### src/rtl/pipe_stage_skid.sv
// rtl/pipe_stage_skid.sv - elastic pipeline-stage register with 2-entry skid buffer and bubble counter
module pipe_stage_skid #(
    parameter int CTRL_W = 8,
    parameter int DATA_W = 128,
    parameter int CNT_W  = 16
) (
    input  logic              clk,
    input  logic              rst,
    input  logic              flush,
    input  logic              in_valid,
    output logic              in_ready,
    input  logic [CTRL_W-1:0] in_ctrl,
    input  logic [DATA_W-1:0] in_data,
    output logic              out_valid,
    input  logic              out_ready,
    output logic [CTRL_W-1:0] out_ctrl,
    output logic [DATA_W-1:0] out_data,
    output logic [CNT_W-1:0]  bubble_cnt
);

    typedef enum logic [1:0] {
        ST_EMPTY = 2'd0,
        ST_ONE   = 2'd1,
        ST_FULL  = 2'd2
    } state_t;

    state_t              state_q, state_d;
    logic [CTRL_W-1:0]   m_ctrl_q, m_ctrl_d;
    logic [DATA_W-1:0]   m_data_q, m_data_d;
    logic [CTRL_W-1:0]   s_ctrl_q, s_ctrl_d;
    logic [DATA_W-1:0]   s_data_q, s_data_d;
    logic                in_ready_q, in_ready_d;
    logic [CNT_W-1:0]    cnt_q, cnt_d;

    logic                m_valid;
    logic                accept;
    logic                pop;

    assign m_valid = (state_q != ST_EMPTY);
    assign accept  = in_valid & in_ready_q;
    assign pop     = m_valid & out_ready;

    always_comb begin
        state_d  = state_q;
        m_ctrl_d = m_ctrl_q;
        m_data_d = m_data_q;
        s_ctrl_d = s_ctrl_q;
        s_data_d = s_data_q;
        // A flush discards everything, including an input accepted this same edge.
        if (flush) begin
            state_d  = ST_EMPTY;
            m_ctrl_d = '0;
        end else begin
            case (state_q)
                ST_EMPTY: begin
                    if (accept) begin
                        m_ctrl_d = in_ctrl;
                        m_data_d = in_data;
                        state_d  = ST_ONE;
                    end
                end
                ST_ONE: begin
                    if (accept && pop) begin
                        m_ctrl_d = in_ctrl;
                        m_data_d = in_data;
                    end else if (accept) begin
                        s_ctrl_d = in_ctrl;
                        s_data_d = in_data;
                        state_d  = ST_FULL;
                    end else if (pop) begin
                        m_ctrl_d = '0;
                        state_d  = ST_EMPTY;
                    end
                end
                ST_FULL: begin
                    if (pop) begin
                        m_ctrl_d = s_ctrl_q;
                        m_data_d = s_data_q;
                        state_d  = ST_ONE;
                    end
                end
                default: begin
                    m_ctrl_d = '0;
                    state_d  = ST_EMPTY;
                end
            endcase
        end
    end

    // in_ready depends only on next state, so out_ready never reaches it combinationally.
    always_comb begin
        in_ready_d = (state_d != ST_FULL);
        cnt_d      = cnt_q;
        if (!m_valid && out_ready && (cnt_q != {CNT_W{1'b1}})) begin
            cnt_d = cnt_q + 1'b1;
        end
    end

    always_ff @(posedge clk) begin
        if (!rst) begin
            state_q    <= ST_EMPTY;
            m_ctrl_q   <= '0;
            m_data_q   <= '0;
            s_ctrl_q   <= '0;
            s_data_q   <= '0;
            in_ready_q <= 1'b0;
            cnt_q      <= '0;
        end else begin
            state_q    <= state_d;
            m_ctrl_q   <= m_ctrl_d;
            m_data_q   <= m_data_d;
            s_ctrl_q   <= s_ctrl_d;
            s_data_q   <= s_data_d;
            in_ready_q <= in_ready_d;
            cnt_q      <= cnt_d;
        end
    end

    assign in_ready   = in_ready_q;
    assign out_valid  = m_valid;
    assign out_ctrl   = m_ctrl_q;
    assign out_data   = m_data_q;
    assign bubble_cnt = cnt_q;

    a_ctrl_zero_on_bubble: assert property (@(posedge clk) out_valid || (out_ctrl == '0));
    a_reset_holds_idle: assert property (@(posedge clk)
        !rst |=> (!out_valid && !in_ready && (bubble_cnt == '0)));

endmodule
### config.mk
export PLATFORM = sky130hd
export DESIGN_NAME = pipe_stage_skid
export DESIGN_NICKNAME = d
export VERILOG_FILES = /design/src/rtl/pipe_stage_skid.sv
export SDC_FILE = /design/constraint.sdc
export NUM_CORES = 1
export LEC_CHECK = 0
export CAP_MARGIN = 20
export CORE_MARGIN = 1.5
export CORE_UTILIZATION = 50
export DETAILED_ROUTE_END_ITERATION = 7
export HOLD_SLACK_MARGIN = 0.1
export PLACE_DENSITY = 0.92
export SYNTH_ARGS = -nofsm -noshare
export SYNTH_HDL_FRONTEND = slang
export SYNTH_SLANG_ARGS = --single-unit
### constraint.sdc
create_clock -name clk -period 2.19 [get_ports clk]
set_clock_uncertainty 0.1 [all_clocks]
set_input_delay 0.438 -clock clk [delete_from_list [all_inputs] [get_ports clk]]
set_output_delay 0.438 -clock clk [all_outputs]
set_load 0.005 [all_outputs]
After elaboration in Yosys (flattened, before gate mapping)
Index checks and enable logic that the tools add are counted.
W data, S select, Z words.
{"block": "word_totals", "register_bits": 291, "input_bits": 141, "output_inout_bits": 154, "word_cells": 50}
{"block": "classes", "add_sub_neg": 1, "n_eq_ne": 9, "mux": 17, "bitwise": 5, "reduce_logical": 11}
{"operator": "$mux W128", "n": 3}
{"operator": "$pmux W128 S3", "n": 1}
{"operator": "$mux W8", "n": 5}
{"operator": "$pmux W8 S3", "n": 1}
{"operator": "$add A16 B1 Y16 const B", "n": 1}
{"operator": "$ne A16 B16 Y1 const B", "n": 1}
{"operator": "$mux W2", "n": 6}
{"operator": "$ne A2 B2 Y1 const B", "n": 4}
{"operator": "$reduce_and A4 Y1", "n": 2}
{"operator": "$ne A3 B3 Y1 const B", "n": 2}
{"operator": "$pmux W2 S3", "n": 1}
{"operator": "$reduce_and A5 Y1", "n": 1}
{"operator": "$logic_and A1 B1 Y1", "n": 3}
{"operator": "$not A1 Y1", "n": 3}
{"operator": "$reduce_bool A3 Y1", "n": 1}
{"operator": "$and A1 B1 Y1", "n": 2}
{"operator": "$eq A2 B1 Y1 const B", "n": 1}
{"operator": "$eq A2 B2 Y1 const B", "n": 1}
{"operator": "$logic_not A2 Y1", "n": 1}
{"operator": "$reduce_bool A2 Y1", "n": 1}
{"operator": "$reduce_or A2 Y1", "n": 1}
{"operator": "$logic_not A1 Y1", "n": 1}

Longest topological paths before layout
Gate-level depths: netlist of run 1.
{"block": "depth", "word_depth": 8, "mapped_depth": 8, "depth_no_buf": 5}

Least setup slack after synthesis of run 1
No wires, ideal clock.
{"block": "synth_path", "kind": "input port to flip-flop", "startpoint": "input flush", "endpoint": "register s_ctrl_q[0]", "setup_time_ns": 0.070, "arrival_time_ns": 1.619, "required_ns": 2.020, "path_slack_ns": 0.401, "cell_stages": 8, "cell_sequence": "clkbuf_1 > buf_2 > nor3_1 > buf_2 > buf_2 > buf_2 > nand2_1 > a21oi_1"}
{"block": "synth_between", "elab_chain_len": 2}
{"element": "from (decl)", "line": "9", "text": "input logic flush,"}
{"element": "$not A1 Y1 (no source line)"}
{"element": "$reduce_and A4 Y1 (no source line)"}
{"element": "to (signal assigned)", "line": "112", "text": "s_ctrl_q <= s_ctrl_d;"}
{"element": "to (decl)", "line": "30", "text": "logic [CTRL_W-1:0] s_ctrl_q, s_ctrl_d;"}
No other way between the ends.
A chain may end at the register's enable or synchronous reset.

Worst setup path in the final report of run 1
{"block": "layout_path", "startpoint": "register in_ready_q (netlist: in_ready)", "endpoint": "output in_ready"}
{"element": "from (decl)", "line": "32", "text": "logic in_ready_q, in_ready_d;"}
{"element": "from (signal assigned)", "line": "114", "text": "in_ready_q <= in_ready_d;"}
{"element": "to (decl)", "line": "11", "text": "output logic in_ready,"}
No word-level cell between the ends.

==> summary by stage, run 1 <==
Outcome
The run finished with clean final reports.

Synthesis
The sequential share of the synthesized area is between 40% and 50%. The distinct cell type count after synthesis is slightly above 40. The most used flip-flop cell after synthesis is sky130_fd_sc_hd__dfxtp_1. Synthesis produced a netlist with a net count of 1605. In this run, synthesis produced a sequential element count of approximately 290. The async set-or-reset flop fraction in the synthesized netlist is 0%. After technology mapping, the gate count stands at about 1500. The netlist area before placement is 12430 sq um. Averaged over all synthesized cells, the footprint is between 8 and 9 sq um.

The number of enable flip-flop cells after synthesis is 0. For this run, the number of Yosys warnings is 0.

STA
Once routing completed, OpenROAD measured the worst setup slack at 0.08275 ns. The total negative slack is 0 ns. The fraction of the cycle the final worst path needs is roughly 96%. The count of final hold-check violations is 0. Based on the critical path, the design can be clocked at up to 474.6 MHz.

At the pin with the least slew margin, the transition time is ~0.65 ns. The total count of max-transition violations in the final report is 0. The clock period minus final worst setup slack is about 2.1 ns. Setup violations remaining at the end of the flow were counted as 0.

Setup repair after global routing left no endpoint under its margin. The headroom to the max-slew limit is a little under three fifths.

Global routing
The largest net degree at the start of global routing is 113. The initial antenna violation count is 0. Global routing consumed, over all layers together, between 20% and 30% of the routing resources. The sum of overflow across all layers after global routing is 0. The via count of the first global-routing pass was 11472. The global-route wire length before repair is 56770 um.

Finish
The final-stage net count is between 1500 and 2000. In the final layout, flip-flops and latches occupy 5827 sq um. The number of inserted diodes is 0.

Of the cells placed in the final design, the portion with a size suffix greater than 1 is around 6.5%. The utilization of the core after routing is about 69%. The area overhead of the layout relative to synthesis is 34.65%. The layout filler cell count is roughly 1800.

Summing all multi-input logic gate instances after layout gives between 5000 and 6000 sq um.

Floorplanning
The number of standard-cell rows in the floorplan is 57. The initial utilization of the core area, before any placement, comes to 51.09%. In this run the vertical extent of the chip is 160.6 um.

For this design the top-level I/O count stands at between 200 and 300. The die width is between 150 and 200 um. The die footprint is 25810 sq um. The floorplan step defined a core boundary enclosing around 24000 sq um.

Detailed routing
In the final routed layout, each cell accounts on average for ~18 um. The detailed-route wire length is 35980 um. The post-detailed-route count of antenna-violating nets is 0. In the routed layout, each cell is associated on average with a via count of around 5.7. Detailed routing inserted a total of roughly 12000 vias. The detailed-routing iteration count for the pre-antenna-repair pass is 5. After the first detailed-routing iteration, the DRC count stood at 1111.

In the routed design, unresolved DRC markers number 0.

Setup path
The launching instance or port of the critical path is in_ready$_SDFF_PN0_. Walking the worst path, the cells encountered are clkdlybuf4s50_1. The top fanout value on the critical path is 5.

In this run the number of cells on the critical path is 1. The worst register-to-register path ends at out_data[15]$_SDFFE_PN0P_. The library cell contributing the largest single delay on the critical path is sky130_fd_sc_hd__clkdlybuf4s50_1. The category of the worst setup path capture point is an output pin. The family with the most delay on the worst path is buffers and inverters. The data required time of the critical path is about 1.7 ns. The setup path with the least slack is of type reg -> out. STA classifies the critical path startpoint as a flip-flop.

The register-to-register setup slack is approximately 0.25 ns. STA puts the critical path data arrival time at 1.57 ns. The origin of the critical flop-to-flop path is in_ready$_SDFF_PN0_. The capturing element of the worst setup path is in_ready. The peak per-stage delay on the critical path is just over 0.6 ns. The critical path buffer and inverter count is 1. The count of cells along the worst register-to-register path is 6.

Place
Port buffering added 294 buffers. The estimated wirelength of the detail-placed design is ~24000 um. OpenSTA, run right after detailed placement, puts the worst setup slack at -0.1982 ns.

Routability-driven placement finished with a final weighted congestion of 0.8406.

Power and ir drop
In this run the static leakage power is 0.006468 uW. The worst IR drop on VDD is approximately 550 uV. The total power divided by cell area is around 690 nW/um^2. Power comes to 11570 uW.

Clocking
The clock root buffer master is sky130_fd_sc_hd__clkbuf_16. TritonCTS built the clock tree. After clock tree synthesis, the clock-pin slew on the worst setup and hold paths is around 0.060 ns. After clock tree synthesis, the setup repair step added 0 buffers. The number of clock buffers inserted by TritonCTS is 30. The tree built by TritonCTS fans out to a little under 300 sinks. In this run the number of H-tree levels came out at 1. The clock reaches the later pin of the worst-skew pair after approximately 0.55 ns. The worst-case clock buffer depth is 3.

Flow run
The total of max-cap violations is 0.

Hold path
The source of the worst hold timing path is s_data_q[52]$_SDFFE_PN0P_. The kind of path behind the tightest hold check is reg -> reg.
==> flip-flops by register name (all words and copies together) (netlist names) <==
name / count
state_q: 2
in_ready: 1
out_data: 128
s_data_q: 128
out_ctrl: 8
s_ctrl_q: 8
bubble_cnt: 16
==> cell usage after synthesis, drive strengths merged (7+ instances only) <==
master / count / share of area, %
nor2: 14 / 0.42
dfxtp: 291 / 47
or3: 134 / 6.7
o31ai: 7 / 0.42
or4: 7 / 0.42
clkbuf: 88 / 2.7
nand4: 7 / 0.40
nand2: 281 / 8.5
o21ai: 135 / 5.4
a222oi: 8 / 0.64
a21oi: 280 / 11
buf: 49 / 3.5
mux2i: 130 / 10
==> stage by stage <==
step	hold WS, ns	cell area, sq um	std cells
3_3_place_gp	0.3403	15720	1995
5_1_grt	0.3679	16730	2052
6_report	0.3529	16730	2052
4_1_cts	0.3507	16730	2052
3_5_place_dp	0.3458	15720	1995
2_1_floorplan	0.3357	12430	1463
==> kinds of logic (layout without fill, tap and decap cells) <==
family,count (synthesis),in the layout,share of synthesized area [%]
multiplexers,130,130,10.47
adder cells (fa/ha/maj),1,1,0.1007
AO/OA/AOI/OAI,438,438,18.52
buffers and inverters,140,405,6.203
XOR/XNOR,1,1,0.07050
AND/OR/NAND/NOR,462,462,17.75
flip-flops,291,291,46.88
==> report_power, final <==
part | total (uW) | internal (uW) | switching, uW
Clock | 5060 | 2980 | 2080
Combinational | 1060 | 569 | 494
Sequential | 5450 | 5390 | 58.9
Total | 11600 | 8940 | 2630
==> per-layer routing <==
| layer | vias to the layer above | global-route usage (%) | share of wire [%] |
|---|---|---|---|
| met5 | - | 0 | 0 |
| met1 | 5585 | 31.39 | 39 |
| met3 | 137 | 4.985 | 6.4 |
| met4 | 0 | 16.53 | 6.2 |
| met2 | 469 | 44.47 | 48 |
| li1 | 5586 | - | - |
==> how the worst min path moves through the flow <==
stage                                 end  slack (ns)  cells past startpoint
3_3_place_gp   s_data_q[117]$_SDFFE_PN0P_        0.34                      2
5_1_grt        s_data_q[125]$_SDFFE_PN0P_        0.37                      2
6_report        s_data_q[52]$_SDFFE_PN0P_        0.35                      2
3_5_place_dp    s_data_q[54]$_SDFFE_PN0P_        0.35                      2
4_1_cts         s_data_q[92]$_SDFFE_PN0P_        0.35                      3
2_1_floorplan    s_data_q[0]$_SDFFE_PN0P_        0.34                      2
==> cells in the final DEF (no fill, tap or decap), types with 8 or more instances in the layout <==
cell / count
sky130_fd_sc_hd__clkbuf_8: 8
sky130_fd_sc_hd__a222oi_1: 8
sky130_fd_sc_hd__dfxtp_1: 290
sky130_fd_sc_hd__mux2i_1: 130
sky130_fd_sc_hd__clkdlybuf4s50_1: 292
sky130_fd_sc_hd__nor2_1: 14
sky130_fd_sc_hd__buf_12: 24
sky130_fd_sc_hd__nand2_1: 280
sky130_fd_sc_hd__clkbuf_16: 31
sky130_fd_sc_hd__buf_4: 26
sky130_fd_sc_hd__a21oi_1: 279
sky130_fd_sc_hd__or3_1: 133
sky130_fd_sc_hd__o21ai_0: 133
==> timing repair <==
action	in CTS	in global routing
endpoints found under the hold margin	1	0
setup endpoints to repair	1	0
hold buffers	1	0
resized for setup	3	0
==> layout make-up <==
class                      instances  area share [%]
multi-input combinational       1032           34.95
tap                              324           2.423
clock buffer                      46           5.452
clock inverter                    10          0.4861
timing repair buffer             346           21.75
sequential                       291           34.83
inverter                           3          0.1122
==> worst min-delay path, stage by stage (launching register included) <==
cell                      delay, ns
sky130_fd_sc_hd__dfxtp_1       0.31
sky130_fd_sc_hd__nand2_1       0.05
sky130_fd_sc_hd__a21oi_1       0.05
Power figures use the tool's default switching activity.
==> run 2: changes to the inputs <==
Settings changed: HOLD_SLACK_MARGIN 0.1 to 0.15.
==> results of run 2 <==
The final DEF is identical to that of run 1; final timing and power are the same.
